### src/rtl/pc_seq_unit.sv
`default_nettype none
// ============================================================================
//  Module   : pc_seq_unit
//  Purpose  : Program-counter sequencer. Holds the fetch address and
//             advances it by +1, stall, PC-relative or absolute branch,
//             call/return through an internal return-address stack (RAS),
//             and halt/done.
//  Ports    : clk, reset (sync, active-high)
//             start/start_address  - restart sequencing at an address
//             stall, branch, taken, rel_mode, target, offset,
//             call, ret, halt      - per-cycle control from the decoder
//             prog_ctr_out         - registered PC, drives ROM address
//             done                 - high while halted
//             ras_count            - number of valid RAS entries
//             ras_overflow/underflow - sticky stack error flags
//  Revision : 1.0  initial release
// ============================================================================
module pc_seq_unit #(
  parameter int D         = 12,
  parameter int RAS_DEPTH = 4,
  parameter int OFF_W     = 8
) (
  input  logic                             clk,
  input  logic                             reset,
  input  logic                             start,
  input  logic [D-1:0]                     start_address,
  input  logic                             stall,
  input  logic                             branch,
  input  logic                             taken,
  input  logic                             rel_mode,
  input  logic [D-1:0]                     target,
  input  logic [OFF_W-1:0]                 offset,
  input  logic                             call,
  input  logic                             ret,
  input  logic                             halt,
  output logic [D-1:0]                     prog_ctr_out,
  output logic                             done,
  output logic [$clog2(RAS_DEPTH+1)-1:0]   ras_count,
  output logic                             ras_overflow,
  output logic                             ras_underflow
);

  localparam int CW = $clog2(RAS_DEPTH + 1);
  // Stack index width; a one-entry stack still needs a 1-bit index.
  localparam int IW = (RAS_DEPTH > 1) ? $clog2(RAS_DEPTH) : 1;
  localparam logic [CW-1:0] FULL = CW'(RAS_DEPTH);

  localparam logic [1:0] ST_IDLE   = 2'd0;
  localparam logic [1:0] ST_RUN    = 2'd1;
  localparam logic [1:0] ST_HALTED = 2'd2;

  logic [1:0]    state;
  logic [D-1:0]  pc;
  logic [CW-1:0] count;
  logic          ovf;
  logic          unf;
  logic [D-1:0]  stack [RAS_DEPTH];

  logic [D-1:0]  pc_inc;
  logic [D-1:0]  off_ext;
  logic [IW-1:0] top_idx;
  logic [IW-1:0] push_idx;

  assign pc_inc   = pc + D'(1);
  // Signed size cast sign-extends the offset to the full PC width.
  assign off_ext  = D'($signed(offset));
  assign top_idx  = IW'(count - CW'(1));
  assign push_idx = IW'(count);

  // Priority inside RUN: halt > stall > ret > call > taken branch > +1.
  // start and reset act in every state; IDLE/HALTED otherwise hold.
  always_ff @(posedge clk) begin
    if (reset) begin
      state <= ST_IDLE;
      pc    <= '0;
      count <= '0;
      ovf   <= 1'b0;
      unf   <= 1'b0;
    end else if (start) begin
      state <= ST_RUN;
      pc    <= start_address;
      count <= '0;
      ovf   <= 1'b0;
      unf   <= 1'b0;
    end else if (state == ST_RUN) begin
      if (halt) begin
        state <= ST_HALTED;
      end else if (stall) begin
        // hold everything
      end else if (ret) begin
        if (count != '0) begin
          pc    <= stack[top_idx];
          count <= count - CW'(1);
        end else begin
          pc  <= pc_inc;
          unf <= 1'b1;
        end
      end else if (call) begin
        // The jump happens even when the return address cannot be saved.
        if (count != FULL) begin
          stack[push_idx] <= pc_inc;
          count           <= count + CW'(1);
        end else begin
          ovf <= 1'b1;
        end
        pc <= target;
      end else if (branch && taken) begin
        pc <= rel_mode ? (pc + off_ext) : target;
      end else begin
        pc <= pc_inc;
      end
    end
  end

  assign prog_ctr_out  = pc;
  assign done          = (state == ST_HALTED);
  assign ras_count     = count;
  assign ras_overflow  = ovf;
  assign ras_underflow = unf;

endmodule
`default_nettype wire
### config.mk
export PLATFORM = sky130hd
export DESIGN_NAME = pc_seq_unit
export DESIGN_NICKNAME = d
export VERILOG_FILES = /design/src/rtl/pc_seq_unit.sv
export SDC_FILE = /design/constraint.sdc
export NUM_CORES = 1
export LEC_CHECK = 0
export BUFFER_PORTS_ARGS = -buffer_cell sky130_fd_sc_hd__clkbuf_2
export CORE_MARGIN = 8
export CORE_UTILIZATION = 50
export CTS_CLUSTER_DIAMETER = 60
export DETAILED_ROUTE_END_ITERATION = 12
export PLACE_DENSITY = 0.74
export SYNTH_ARGS = -nofsm -noshare
export SYNTH_HDL_FRONTEND = slang
export SYNTH_SLANG_ARGS = --single-unit
export TNS_END_PERCENT = 20
### constraint.sdc
create_clock -name clk -period 2.7 [get_ports clk]
set_input_delay 0.27 -clock clk [delete_from_list [all_inputs] [get_ports clk]]
set_output_delay 0.27 -clock clk [all_outputs]
set_load 0.1 [all_outputs]
---- Yosys cells after proc, flatten, opt, wreduce, memory -nomap -nowiden ----
Memories as Yosys holds them, arrays and structs flattened.
Cells that the tools add are included.
storage, ports and cells
  word-level logic and storage cells ...... 60
  memories kept ........................... 1
  input bits .............................. 42
  bits in writable memories ............... 48
  output and inout port bits .............. 18
  bits in registers ....................... 19
memories
  name   depth  bits a word  rd ports  clocked after Yosys merged registers in  wr ports  RTL line  text
  stack  4      12           1         0                                        1         57        logic [D-1:0] stack [RAS_DEPTH];
cells by class
  equality and inequality tests ........... 6
  bitwise operators ....................... 5
  $add $sub $neg .......................... 4
  reductions and logical operators ........ 13
  muxes and demuxes ....................... 25
operators by type and width
  kind                     number
  $mux W12                 9
  $add A12 B1 Y12 const B  1
  $add A12 B12 Y12         1
  $mux W1                  12
  $mux W3                  4
  $reduce_and A6 Y1        2
  $reduce_bool A2 Y1       4
  $not A1 Y1               5
  $reduce_and A5 Y1        1
  $ne A2 B2 Y1 const B     2
  $reduce_and A2 Y1        2
  $add A3 B1 Y3 const B    1
  $ne A3 B3 Y1 const B     1
  $reduce_and A3 Y1        1
  $reduce_bool A3 Y1       1
  $sub A3 B1 Y3 const B    1
  $eq A2 B1 Y1 const B     1
  $eq A2 B2 Y1 const B     1
  $ne A2 B1 Y1 const B     1
  $reduce_or A2 Y1         1
  $logic_and A1 B1 Y1      1

---- Logic depth before layout (Yosys ltp) ----
  depth in word-level cells ............... 10
  depth in mapped cells ................... 10
  mapped depth without buffers ............ 9

---- Worst setup path after synthesis ----
OpenSTA, ideal clock, no wires.
  path type ............................... reg-to-reg
  from .................................... reg count[0] (netlist: ras_count[0])
  to ...................................... reg pc[5] (netlist: prog_ctr_out[5])
  setup time .............................. 0.132 ns
  buffers on the path ..................... 2
  period minus slack after synthesis ...... 3.326 ns
  path slack .............................. -0.626 ns
  arrival ................................. 3.194 ns
  cell stages (with the launch flop) ...... 10
  data required time ...................... 2.568 ns
  cell sequence ........................... dfxtp_1 -> buf_2 -> inv_1 -> ha_1 -> buf_1 -> mux4_2 -> a22oi_1 -> o211ai_1 -> o221ai_1 -> a21oi_1
between the ends
  longest elaborated chain between the ends .. 8
  elaborated cells on any way between the ends .. 9
  classes of those cells .................. 1 x add/sub; 6 x mux; 1 x reduce/logical; 1 x memory
ends and longest elaborated chain
  what                    RTL line  text
  from (decl)             54        logic [CW-1:0] count;
  from (signal assigned)  93        count <= count - CW'(1);
  from (signal assigned)  102       count <= count + CW'(1);
  $sub A3 B1 Y3           n/a
  $mem_v2 Z4 W12          n/a
  $mux W12 (*)            91        if (count != '0) begin
  $mux W12 (*)            90        end else if (ret) begin
  $mux W12 (*)            88        end else if (stall) begin
  $mux W12 (*)            86        if (halt) begin
  $mux W12 (*)            85        end else if (state == ST_RUN) begin
  $mux W12 (*)            79        end else if (start) begin
  to (signal assigned)    81        pc <= start_address;
  to (signal assigned)    92        pc <= stack[top_idx];
  to (signal assigned)    95        pc <= pc_inc;
  to (decl)               53        logic [D-1:0] pc;
Mark *: on every way between the ends. The rest lies on a longest branch, timed or not. The select of a mux whose other input is x is not followed.
A chain may end at the register's enable or synchronous reset.

---- Worst setup path in the final report ----
  from .................................... reg pc[0] (netlist: prog_ctr_out[0])
  to ...................................... reg pc[2] (netlist: prog_ctr_out[2])
between the ends
  longest elaborated chain between the ends .. 9
  elaborated cells on any way between the ends .. 11
  classes of those cells .................. 2 x add/sub; 9 x mux
ends and longest elaborated chain
  what              RTL line  text
  $add A12 B12 Y12  108       pc <= rel_mode ? (pc + off_ext) : target;
  $mux W12          108
  $mux W12          107       end else if (branch && taken) begin
  $mux W12          98        end else if (call) begin
  $mux W12 (*)      90
  $mux W12 (*)      88
  $mux W12 (*)      86
  $mux W12 (*)      85
  $mux W12 (*)      79
Marks and branches as above.

==> results by group <==
Global route
  – Largest net degree at the start of global routing: 21
  – Vias in the first global route: 3,239
  – First-pass GRT wire length: 17,000 microns
  – Initial antenna violation count: 0
  – Total GRT Usage: 19.4%
  – Remaining global-route overflow: 0

Power and ir drop
  – Internal: 1.80 mW
  – Leak Pwr: 1.76 nW
  – Worst vdd ir: 250 uV
  – Switch share: 29.7%
  – Sequential Power Share: 45.0%
  – Power per standard cell area: 554 mW/mm^2
  – Combinational group share of total power: 17.9%
  – Clock network fraction of total power: 37.2%
  – Sw Pwr: 759 uW

CTS
  – CTS tree: done
  – TritonCTS buffer count: 9
  – Sink Count: 67
  – Reg clk slew, reported paths: 80 ps
  – Clk root buf: clkbuf_8
  – Postcts setup bufs: 0
  – Post-CTS resize count: 0
  – Max Root-Sink Buffers: 2
  – Hold Buf Count CTS: 0
  – H-tree Lvls: 3
  – Clk_lat worst skew: 340 ps

Floorplan
  – # IOs: 60
  – Site Rows: 32
  – Starting density of the core: 51.1%
  – Chip height: 105 microns
  – Core footprint: 0.00769 sq mm
  – DIE WIDTH: 105 microns
  – Die area: 0.0110 sq mm

Placed design
  – Inst Count DP: 529
  – Gpl congestion: 0.898
  – HPWL after DPL: 7900 microns
  – I/O Buffers: 59

Min path
  – Tightest Hold Check Type: input pin to flip-flop

Detailed routing
  – Met2 Wirelength: 5080 microns
  – Wire per inst: 19.7 microns
  – Wire length on met3: 759 microns
  – Detailed Route WL: 10,700 microns
  – # DRC: 0
  – WL met1: 4480 microns
  – Routed Antenna Nets: 0
  – Post-DR vias/cell: 6.14
  – Via Count: 3,348
  – Top routing layer used: met4
  – Pre-Repair DR Iteration Count: 5
  – Drt first-iter violations: 207

Final layout
  – Final cell count without fillers: 545
  – P&R area growth vs syn: 17.4%
  – Total Nets Final: 498
  – Diode count: 0
  – Post-Route Utilization: 60.0%
  – Layout cells sized above 1: 24.8%

Synthesis
  – Top cell type by total area after synthesis: edfxtp_1
  – Post-synth top area share: 36.7%
  – Synth unique cells: 59
  – Primary FF master, synth: edfxtp_1
  – Sequential-to-total area share from yosys stat: 46.4%
  – Synth Instances: 373
  – Ys async rst share: 0%
  – Mapped Area: 0.00393 sq mm
  – Yosys warns: 0
  – Synthesized area per cell: 10.5 sq um
  – Most numerous cell in the Yosys netlist: edfxtp_1
  – Commonest cells post-synth: edfxtp_1 (48), nand2_1 (32), a21oi_1 (29), nor2_1 (29), dfxtp_1 (19)
  – Largest cells by area after synthesis: edfxtp_1 (37%), dfxtp_1 (9.7%), mux4_2 (6.9%)
  – Register bit count reported by yosys: 67
  – Net Count, Synth: 433
  – Count of flip-flops with a built-in enable after synthesis: 48

Timing
  – Final hold viol count: 0
  – Relative slew slack: 52.2%
  – Clock skew: 10.5 ps
  – # setup viols final: 0
  – Post-route minimum period: 2450 ps
  – Measured slew at the worst slew-check pin: 714 ps
  – Final Slew Violations: 0
  – Max Clk Rate: 407 MHz
  – Fin crit share: 90.9%
  – WHS: 169 ps
  – Setup_tns: 0 ps
  – RSZ-0062 raised after global routing: no

Worst setup path
  – WP data arrival: 2640 ps
  – Crit path max fanout: 9
  – CP max stage cell: a2111oi_0
  – CP required: 2890 ps
  – Startpoint type of the worst setup path: flip-flop
  – Kind of cell adding the most delay to the critical path: compound AO/OA/AOI/OAI gates
  – CP peak stage delay: 520 ps
  – Setup crit end kind: flip-flop
  – Cells along the critical path: ha_1, inv_1, fa_1, xnor2_1, a2bb2oi_1, o221ai_1, a21boi_1, a2111oi_0
  – Buffers & Inverters on Critical Path: 1
  – CP Class: flip-flop to flip-flop

Run
  – Max-Cap Viols: 0

Status
  – Status: finished clean
==> worst paths after layout <==
check / start / end / slack, ps / cells after the start
worst max-delay path: prog_ctr_out[0]$_SDFFE_PP0P_ / prog_ctr_out[2]$_SDFFE_PP0P_ / 250 / 8
worst min-delay path: start_address[5] / prog_ctr_out[5]$_SDFFE_PP0P_ / 170 / 3
worst max register to register: prog_ctr_out[0]$_SDFFE_PP0P_ / prog_ctr_out[2]$_SDFFE_PP0P_ / 250 / 8
worst min register to register: ras_underflow$_SDFFE_PP0P_ / ras_underflow$_SDFFE_PP0P_ / 470 / 2
==> area by class of cell <==
cell class,count,area [sq um]
inverter,18,67.6
timing repair buffer,73,400
fill,664,3070
sequential,67,1830
clock buffer,9,124
tap,102,128
clock inverter,7,98.8
multi-input combinational,269,1970
==> cell usage in the layout, fill, tap and decap left out, drive strengths merged, types with 3 or more instances in the layout <==
cell,synthesis,routed
clkbuf,15,68
edfxtp,48,48
nand2,32,32
nor2,29,29
a21oi,29,29
inv,18,20
o21ai,20,20
dfxtp,19,19
ha,17,17
xnor2,15,15
buf,4,14
mux4,12,12
nor3,10,10
nand3,9,9
o211ai,8,8
nor2b,5,5
and2,5,5
a2111oi,5,5
nand4,4,4
xor2,4,4
mux2i,4,4
a221oi,4,4
nand2b,3,3
or3,3,3
a211oi,3,3
o221ai,3,3
o22ai,3,3
a21o,3,3
a31oi,3,3
a221o,3,3
==> flip-flops by register name, indices dropped and copies added (netlist names) <==
| signal | flops |
|---|---|
| ras_overflow | 1 |
| state | 2 |
| ras_count | 3 |
| ras_underflow | 1 |
| prog_ctr_out | 12 |
| stack | 48 |
==> cell families after synthesis <==
| kind of cell | Yosys count | synth area share (%) |
|---|---|---|
| and+or+nand+nor | 108 | 13.2 |
| AOI/OAI and AO/OA | 107 | 18.4 |
| DFF | 67 | 46.4 |
| buffers and inverters | 37 | 3.63 |
| xor gates and xnor gates | 19 | 4.23 |
| adders and majority gates | 18 | 5.92 |
| muxes | 17 | 8.18 |
==> stage by stage <==
step	power [mW]	setup WS (ps)	area (sq um)
5_1_grt	2.65	106	4610
3_5_place_dp	1.62	317	4390
3_3_place_gp	1.61	416	4390
4_1_cts	2.57	277	4610
6_report	2.55	245	4610
2_1_floorplan	1.49	-17.5	3940
==> power by group through the flow <==
stage / Combinational (mW) / Sequential (mW) / Clock (mW)
6_report: 0.457 / 1.15 / 0.950
5_1_grt: 0.491 / 1.15 / 1.01
4_1_cts: 0.452 / 1.15 / 0.968
3_5_place_dp: 0.449 / 1.17 / 0
3_3_place_gp: 0.444 / 1.17 / 0
2_1_floorplan: 0.232 / 1.26 / 0
==> worst register-to-register path: stages (launching register included) <==
cell and delay, ps:
dfxtp_2 420, ha_1 210, inv_1 60, fa_1 400, xnor2_1 200, a2bb2oi_1 190, o221ai_1 130, a21boi_1 160
a2111oi_0 520
==> layer usage <==
metal	GRT usage (%)	vias to the layer above
li1	-	1568
met1	23.4	1600
met2	31.9	146
met3	4.30	34
met4	10.6	0
met5	0	-
(Power assumes the default switching activity.)
